### src/rtl/uart_tx_serializer_if.sv
// Read-side handshake between the byte-wide TX FIFO and the UART serializer.
// The serializer is the master: it issues the pop strobe and consumes the head byte.
interface uart_tx_serializer_if;
    logic       fifo_empty;
    logic [7:0] fifo_rdata;
    logic       fifo_pop;

    modport master (output fifo_pop, input fifo_empty, input fifo_rdata);
    modport slave  (input fifo_pop, output fifo_empty, output fifo_rdata);
endinterface

### src/rtl/uart_tx_serializer.sv
// UART transmit serializer: pops one byte per frame from the TX FIFO and sends
// start, 8 data bits LSB first, optional even parity and 1 or 2 stop bits.
module uart_tx_serializer #(
    parameter int PARITY_EN = 0,
    parameter int STOP_BITS = 1
) (
    input  logic                        clk,
    input  logic                        rst,
    input  logic                        tx_en,
    input  logic [15:0]                 clk_divider,
    uart_tx_serializer_if.master        fifo_if,
    output logic                        sout,
    output logic                        busy
);
    typedef enum logic [2:0] {
        S_IDLE   = 3'd0,
        S_START  = 3'd1,
        S_DATA   = 3'd2,
        S_PARITY = 3'd3,
        S_STOP   = 3'd4
    } state_t;

    localparam logic [2:0] STOP_LAST = 3'(STOP_BITS - 1);

    state_t      r_state;
    state_t      w_state_next;
    logic [15:0] r_div_cnt;
    logic [15:0] w_div_cnt_next;
    logic [15:0] r_period;
    logic [15:0] w_period_next;
    logic [2:0]  r_bit_cnt;
    logic [2:0]  w_bit_cnt_next;
    logic [7:0]  r_shift;
    logic [7:0]  w_shift_next;
    logic        r_parity;
    logic        w_parity_next;
    logic        r_sout;
    logic        w_sout_next;
    logic        r_busy;
    logic        w_busy_next;
    logic        w_launch;
    logic        w_bit_end;
    logic        w_frame_end;
    logic        w_pop;

    function automatic logic even_parity(input logic [7:0] data);
        return ^data;
    endfunction

    // Reset also blocks the launch so an aborted frame never leads to a pop.
    assign w_launch    = tx_en & ~fifo_if.fifo_empty & ~rst;
    assign w_bit_end   = (r_div_cnt == (r_period - 16'd1));
    assign w_frame_end = (r_state == S_STOP) & w_bit_end & (r_bit_cnt == STOP_LAST);
    assign w_pop       = w_launch & ((r_state == S_IDLE) | w_frame_end);

    // State and datapath registers.
    always_ff @(posedge clk) begin
        if (rst) begin
            r_state   <= S_IDLE;
            r_div_cnt <= 16'd0;
            r_period  <= 16'd1;
            r_bit_cnt <= 3'd0;
            r_shift   <= 8'd0;
            r_parity  <= 1'b0;
            r_sout    <= 1'b1;
            r_busy    <= 1'b0;
        end else begin
            r_state   <= w_state_next;
            r_div_cnt <= w_div_cnt_next;
            r_period  <= w_period_next;
            r_bit_cnt <= w_bit_cnt_next;
            r_shift   <= w_shift_next;
            r_parity  <= w_parity_next;
            r_sout    <= w_sout_next;
            r_busy    <= w_busy_next;
        end
    end

    // Next-state logic.
    always_comb begin
        w_state_next = r_state;
        case (r_state)
            S_IDLE: begin
                if (w_launch) w_state_next = S_START;
                else          w_state_next = S_IDLE;
            end
            S_START: begin
                if (w_bit_end) w_state_next = S_DATA;
                else           w_state_next = S_START;
            end
            S_DATA: begin
                if (w_bit_end && (r_bit_cnt == 3'd7))
                    w_state_next = (PARITY_EN != 0) ? S_PARITY : S_STOP;
                else
                    w_state_next = S_DATA;
            end
            S_PARITY: begin
                if (w_bit_end) w_state_next = S_STOP;
                else           w_state_next = S_PARITY;
            end
            S_STOP: begin
                if (w_frame_end) w_state_next = w_launch ? S_START : S_IDLE;
                else             w_state_next = S_STOP;
            end
            default: w_state_next = S_IDLE;
        endcase
    end

    // Bit timing counters, shift register and latched frame parameters.
    always_comb begin
        w_div_cnt_next = r_div_cnt;
        w_bit_cnt_next = r_bit_cnt;
        w_shift_next   = r_shift;
        w_parity_next  = r_parity;
        w_period_next  = r_period;
        if ((r_state == S_IDLE) || w_bit_end) w_div_cnt_next = 16'd0;
        else                                  w_div_cnt_next = r_div_cnt + 16'd1;
        if (w_state_next != r_state)
            w_bit_cnt_next = 3'd0;
        else if (w_bit_end && ((r_state == S_DATA) || (r_state == S_STOP)))
            w_bit_cnt_next = r_bit_cnt + 3'd1;
        else
            w_bit_cnt_next = r_bit_cnt;
        if (w_pop) begin
            w_shift_next  = fifo_if.fifo_rdata;
            w_parity_next = even_parity(fifo_if.fifo_rdata);
            w_period_next = (clk_divider == 16'd0) ? 16'd1 : clk_divider;
        end else if ((r_state == S_DATA) && w_bit_end) begin
            w_shift_next  = {1'b0, r_shift[7:1]};
        end else begin
            w_shift_next  = r_shift;
        end
    end

    // Outputs: sout/busy are computed from the upcoming state and registered.
    always_comb begin
        w_busy_next = (w_state_next != S_IDLE);
        case (w_state_next)
            S_IDLE:   w_sout_next = 1'b1;
            S_START:  w_sout_next = 1'b0;
            S_DATA:   w_sout_next = w_shift_next[0];
            S_PARITY: w_sout_next = w_parity_next;
            S_STOP:   w_sout_next = 1'b1;
            default:  w_sout_next = 1'b1;
        endcase
    end

    assign fifo_if.fifo_pop = w_pop;
    assign sout             = r_sout;
    assign busy             = r_busy;
endmodule

### src/flat_wrapper.sv
// flat-port wrapper written by rule: the top's interface ports become plain ports
module uart_tx_serializer_flat 
#(
    parameter int PARITY_EN = 0,
    parameter int STOP_BITS = 1
)
  (clk, rst, tx_en, clk_divider, sout, busy, fifo_if_fifo_pop, fifo_if_fifo_empty, fifo_if_fifo_rdata);
  uart_tx_serializer_if fifo_if_i ();
  input  logic clk;
  input  logic rst;
  input  logic tx_en;
  input  logic [15:0] clk_divider;
  output logic sout;
  output logic busy;
  output wire logic [$bits(fifo_if_i.fifo_pop)-1:0] fifo_if_fifo_pop;
  input wire logic [$bits(fifo_if_i.fifo_empty)-1:0] fifo_if_fifo_empty;
  input wire logic [$bits(fifo_if_i.fifo_rdata)-1:0] fifo_if_fifo_rdata;
  assign fifo_if_fifo_pop = fifo_if_i.fifo_pop;
  assign fifo_if_i.fifo_empty = fifo_if_fifo_empty;
  assign fifo_if_i.fifo_rdata = fifo_if_fifo_rdata;
  uart_tx_serializer #(.PARITY_EN(PARITY_EN), .STOP_BITS(STOP_BITS)) u_core (.clk(clk), .rst(rst), .tx_en(tx_en), .clk_divider(clk_divider), .fifo_if(fifo_if_i), .sout(sout), .busy(busy));
endmodule
### config.mk
export PLATFORM = sky130hd
export DESIGN_NAME = uart_tx_serializer_flat
export DESIGN_NICKNAME = d
export VERILOG_FILES = /design/src/rtl/uart_tx_serializer_if.sv /design/src/rtl/uart_tx_serializer.sv /design/src/flat_wrapper.sv
export SDC_FILE = /design/constraint.sdc
export NUM_CORES = 1
export LEC_CHECK = 0
export CAP_MARGIN = 5
export CORE_UTILIZATION = 40
export DETAILED_ROUTE_END_ITERATION = 6
export GPL_ROUTABILITY_DRIVEN = 0
export SLEW_MARGIN = 20
export SYNTH_ARGS = -nofsm -noshare
export SYNTH_HDL_FRONTEND = slang
export SYNTH_SLANG_ARGS = --single-unit
### constraint.sdc
create_clock -name clk -period 4.1 [get_ports clk]
set_clock_uncertainty 0.05 [all_clocks]
set_input_delay 0.82 -clock clk [delete_from_list [all_inputs] [get_ports clk]]
set_output_delay 0.82 -clock clk [all_outputs]
set_load 0.01 [all_outputs]
* Word level (Yosys, flattened, before mapping)
Cells that the tools add are included.
** Operators by class
- Add/subtract/negate cells :: 3
- Multipliers :: 0
- Div/mod/pow operators :: 0
- Magnitude comparators :: 0
- Eq/ne operators :: 10
- Shift-type cells :: 0
- Multiplexer cells :: 11
- Bitwise logic cells :: 8
- Reduce and logical (&&, ||, !) cells :: 13
** Operators by type and width (number)
- 16-bit by 1-bit adder with 16-bit output, second input constant :: 1
- 16-bit == test :: 1
- 16-bit zero test :: 1
- 16-bit two-way mux :: 1
- 8-bit two-way mux :: 2
- 16-bit by 1-bit subtractor with 16-bit output, second input constant :: 1
- 3-bit one-hot mux with 5 select lines :: 1
- 3-bit by 2-bit == test with 1-bit output, second input constant :: 4
- 3-bit two-way mux :: 3
- 8-bit parity :: 1
- 3-bit by 1-bit == test with 1-bit output, second input constant :: 2
- 3-bit == test, second input constant :: 2
- 3-bit zero test :: 2
- 1-bit bitwise AND :: 5
- 2-bit OR reduction :: 2
- 3-bit by 1-bit adder with 3-bit output, second input constant :: 1
- 1-bit logical AND :: 3
- 3-bit != test :: 1
- 1-bit one-hot mux with 3 select lines :: 1
- 3-bit nonzero test :: 1
- 1-bit logical OR :: 2
- 1-bit two-way mux :: 2
- 2-bit two-way mux :: 1
- 1-bit NOT :: 2
- 2 further kinds :: 2
** Word-level totals
- Register bits after elaboration :: 49
- Latch bits :: 0
- Bits in writable memories :: 0
- Memory bits (read-only) :: 0
- Input bits :: 28
- Output and inout bits :: 3
- Logic and storage cells :: 54
- Memories :: 0

* Depth between registers and ports, before layout
- Depth in word-level cells :: 8
- Gate-level depth with buffers :: 15
- Depth with buffers taken out :: 11

* Worst setup path before layout
No wires, ideal clock.
- Path kind :: reg-to-output
- From :: register u_core.r_period[4]
- To :: output fifo_if_fifo_pop
- Arrival :: 2772 ps
- Required time :: 3230 ps
- Slack :: 458 ps
- Cell stages (with the launch flop) :: 11
- Buffers on the path :: 3
- Cell sequence :: dfxtp_1 -> or4_1 -> buf_2 -> or4_4 -> a22oi_2 -> o2111ai_2 -> or4_4 -> and2_4 -> buf_6 -> inv_4 -> buf_6
** Between the ends
- Longest elaborated chain between the ends :: 6
** RTL lines
- from (decl) :: RTL line uart_tx_serializer.sv:29 : logic [15:0] r_period;
- from (signal assigned) :: RTL line uart_tx_serializer.sv:70 : r_period <= w_period_next;
- 16-bit by 1-bit subtractor with 16-bit output :: RTL line uart_tx_serializer.sv:52 : assign w_bit_end = (r_div_cnt == (r_period - 16'd1));
- 16-bit == test :: RTL line uart_tx_serializer.sv:52
- 1-bit bitwise AND (2 in a row) :: RTL line uart_tx_serializer.sv:53 : assign w_frame_end = (r_state == S_STOP) & w_bit_end & (r_bit_cnt == STOP_LAST);
- 1-bit bitwise OR :: RTL line uart_tx_serializer.sv:54 : assign w_pop = w_launch & ((r_state == S_IDLE) | w_frame_end);
- 1-bit bitwise AND :: RTL line uart_tx_serializer.sv:54
- to (decl) :: RTL line flat_wrapper.sv:15 : output wire logic [$bits(fifo_if_i.fifo_pop)-1:0] fifo_if_fifo_pop;
No other way between the ends.

* Final worst setup path
- From :: register u_core.r_period[2]
- To :: output fifo_if_fifo_pop
The elaborated chain is that of the path after synthesis.

==> results.toml <==
[final_layout]
final_net_count = 410
final-seq-area_um2 = 983.4
drive_above_1_share = 0.07672
n_antenna_cell = 0
flow.area_growth_from_synthesis_pct = 17.49
layout.filler_cells = 708
combined_area_of_the_multi_input_logic_cells_mm2 = 0.001654
finish.instance_area_mm2 = 0.003278

[routing]
routed.top_layer = "met4"
antenna_violating_nets_post_route = 0
met2_wirelength_from_detailed_routing_um = 2817
routed_via_density = 5.395
drt-total-wl_um = 6066
drtPass1Iterations = 5
first_iter_violations = 106
avgRoutedWirePerCell_um = 13.24
drc = 0
m1WireLength_um = 2899
detailroute.via_count = 2471
route.met3.wl_um = 204

[timing]
hold_ws_ns = 0.4276
report.final.setup_viol = 0
finalSetupTns_ns = 0
max_clock_freq_ghz = 0.2558
slew-limit-headroom = 0.6261
drv_slew = 0
post-route-min-period_ns = 3.910
number_of_failing_hold_endpoints_at_the_final_stage = 0
grt_setup_unrepaired = "false"
fin_crit_sh = 0.9536
worst_pin_slew_ns = 0.5561

[power]
seqPwrFrac = 0.462
cellLeakagePower_uw = 0.001157
irDropWorstVdd_mv = 0.1833
power_switching_share = 0.2453
total_switching_power_uw = 267.6
power_per_cell_area_mw_per_mm2 = 332.7
combPwrFrac = 0.166
internal_power_uw = 823.1
power_share_of_the_clock_group = 0.372

[clock_tree]
h-tree-depth = 2
cts.sink_count = 49
cts_buffer_count = 5
buffers_from_clock_root_to_sink_at_most = 2
ctsHoldBuffers = 0
tritoncts = "done"
clk_root_buffer_cell = "clkbuf_8"
cts.reportedPaths.clkPinSlew_ns = 0.10
clk-insertion-delay-late_ns = 0.30

[yosys]
ys.flop_type = "dfxtp_1"
avgSynthCellArea_um2 = 7.882
post_synthesis_net_count = 387
synth_async_sr_flop_share = 0
synthTopCellsByArea = "dfxtp_1, nand2_1, xnor2_1"
syn-instance-count = 354
netlist.area_leader.share = 0.3516
number_of_enable_flip_flop_cells_after_synthesis = 0
yosysTopAreaCell = "dfxtp_1"
sequential_to_total_area_share_from_yosys_stat = 0.3516
synth.cell_area_mm2 = 0.002790
synth_warnings = 0
synth.distinct_cells = 54
synth.ff_latch_count = 49

[critical_path]
worst-endpoint-required_ns = 3.23
arrival_ns = 3.04
crit_type = "register to primary output"
cp_max_fo = 7
crit_path_start_kind = "register"
critPathCaptureType = "primary output"

[placement]
port_buffers = 30
placement.cell_area_mm2 = 0.003126
dpl.hpwl_um = 4590

[die]
core_area_mm2 = 0.006756
die_height_um = 85.52
die_area_mm2 = 0.007314
row_count = 30
die_width_um = 85.52
boundaryPins = 31
floorplan.initialDensity = 0.4130

[run]
drv_cap = 0

[global_route]
first_global_vias = 2324
globalRouteOverflowTotal = 0
grt_antenna_before_repair = 0
gr-usage-all-layers = 0.1801
grt_max_degree = 37
global_route_wire_length_before_repair_um = 10570

[outcome]
status = "complete, no violations"

[min_path]
worst_hold_path_type = "register to register"
[cell type report]
class / instances / share of cell area
Inverter: 12 / 0.01450
Timing Repair Buffer: 38 / 0.1095
Clock buffer: 5 / 0.02099
Clock inverter: 3 / 0.01985
Tap cell: 80 / 0.03053
Multi-Input combinational cell: 271 / 0.5046
Sequential cell: 49 / 0.3000
[layer usage]
layer,track usage,vias up
li1,-,1274
met1,0.2317,1141
met2,0.2975,47
met3,0.03465,9
met4,0.07273,0
met5,0,-
[per-stage QoR]
step	setup slack (ns)	total power (µW)	std cells	util
2_1_floorplan	0.4578	623.1	354	-
6_report	0.1904	1091	458	0.4852
3_5_place_dp	0.1314	692.4	449	0.4626
3_3_place_gp	0.1723	691.6	449	0.4626
5_1_grt	0.04881	1141	458	0.4852
4_1_cts	0.1773	1104	458	0.4852
[synth_stat cells, types with 2 or more instances]
| library cell | number |
|---|---|
| o31ai_1 | 2 |
| a211oi_1 | 2 |
| a21o_1 | 2 |
| a31oi_1 | 3 |
| o21a_1 | 2 |
| dfxtp_1 | 49 |
| nand2_1 | 59 |
| and3_1 | 4 |
| nor2_1 | 41 |
| inv_1 | 11 |
| nand3_1 | 16 |
| or4_4 | 2 |
| clkbuf_1 | 13 |
| nand4_1 | 4 |
| a21oi_1 | 21 |
| a311oi_1 | 6 |
| nor2b_1 | 3 |
| buf_6 | 4 |
| o31a_1 | 2 |
| nor3_1 | 12 |
| or3_1 | 2 |
| mux2i_1 | 2 |
| a211o_1 | 3 |
| or4_1 | 3 |
| nor3b_1 | 3 |
| a41oi_1 | 2 |
| xor2_1 | 14 |
| ha_1 | 5 |
| nor4_1 | 10 |
| buf_2 | 4 |
| xnor2_1 | 25 |
[cell families (layout without fill, tap and decap cells)]
family	count (synthesis)	in the layout	share of synthesized area
xor+xnor	39	39	0.1224
buf+inv	34	58	0.05919
fa+ha+maj	5	5	0.02242
flops	49	49	0.3516
simple gates	168	168	0.2857
mux	3	3	0.01255
compound gates	56	56	0.1462
[path summary, 6_finish.rpt]
path / slack (ns) / startpoint / cells past startpoint / endpoint
max reg2reg: 0.68 / u_core.r_period[2] / 9 / u_core.sout
min: 0.43 / u_core.r_shift[7] / 2 / u_core.r_shift[7]
min reg2reg: 0.43 / u_core.r_shift[7] / 2 / u_core.r_shift[7]
max: 0.19 / u_core.r_period[2] / 8 / fifo_if_fifo_pop
[registers in the layout, summed over array words and instances (netlist names)]
signal            flops
u_core.r_state        3
u_core.r_period      16
u_core.r_shift        8
u_core.r_parity       1
u_core.r_div_cnt     16
u_core.busy           1
u_core.r_bit_cnt      3
u_core.sout           1
[power by group through the flow]
stage	clock network, µW	logic, µW	registers, µW
3_5_place_dp	0	178	515
6_report	406	181	504
2_1_floorplan	0	113	511
4_1_cts	418	182	504
3_3_place_gp	0	177	514
5_1_grt	435	200	506
[cells in the final DEF (no fill, tap or decap), drive strengths merged, types with 2 or more instances in the layout]
cell type       n
nand2          59
dfxtp          49
nor2           41
clkdlybuf4s50  29
xnor2          25
a21oi          21
nand3          16
xor2           14
nor3           12
inv            12
nor4           10
buf             8
a311oi          6
ha              5
clkbuf          5
or4             5
nand4           4
and3            4
nor3b           3
a31oi           3
nor2b           3
a211o           3
and2            3
or3             2
o31a            2
o21a            2
a21o            2
o31ai           2
a211oi          2
mux2i           2
a41oi           2
bufinv          2
[repair_timing]
item / CTS / global route
resized for setup: 5 / 0
endpoints found under the hold margin: 0 / 0
buffers inserted: 1 / 0
setup endpoints to repair: 1 / 0
[critical path: stages (launching register included)]
cell,delay (ns)
dfxtp_2,0.35
or4_4,0.58
or4_4,0.55
a22oi_2,0.19
o2111ai_2,0.13
or4_4,0.45
and2_4,0.19
inv_4,0.04
dlygate4sd2_1,0.25
Power figures use the tool's default switching activity.
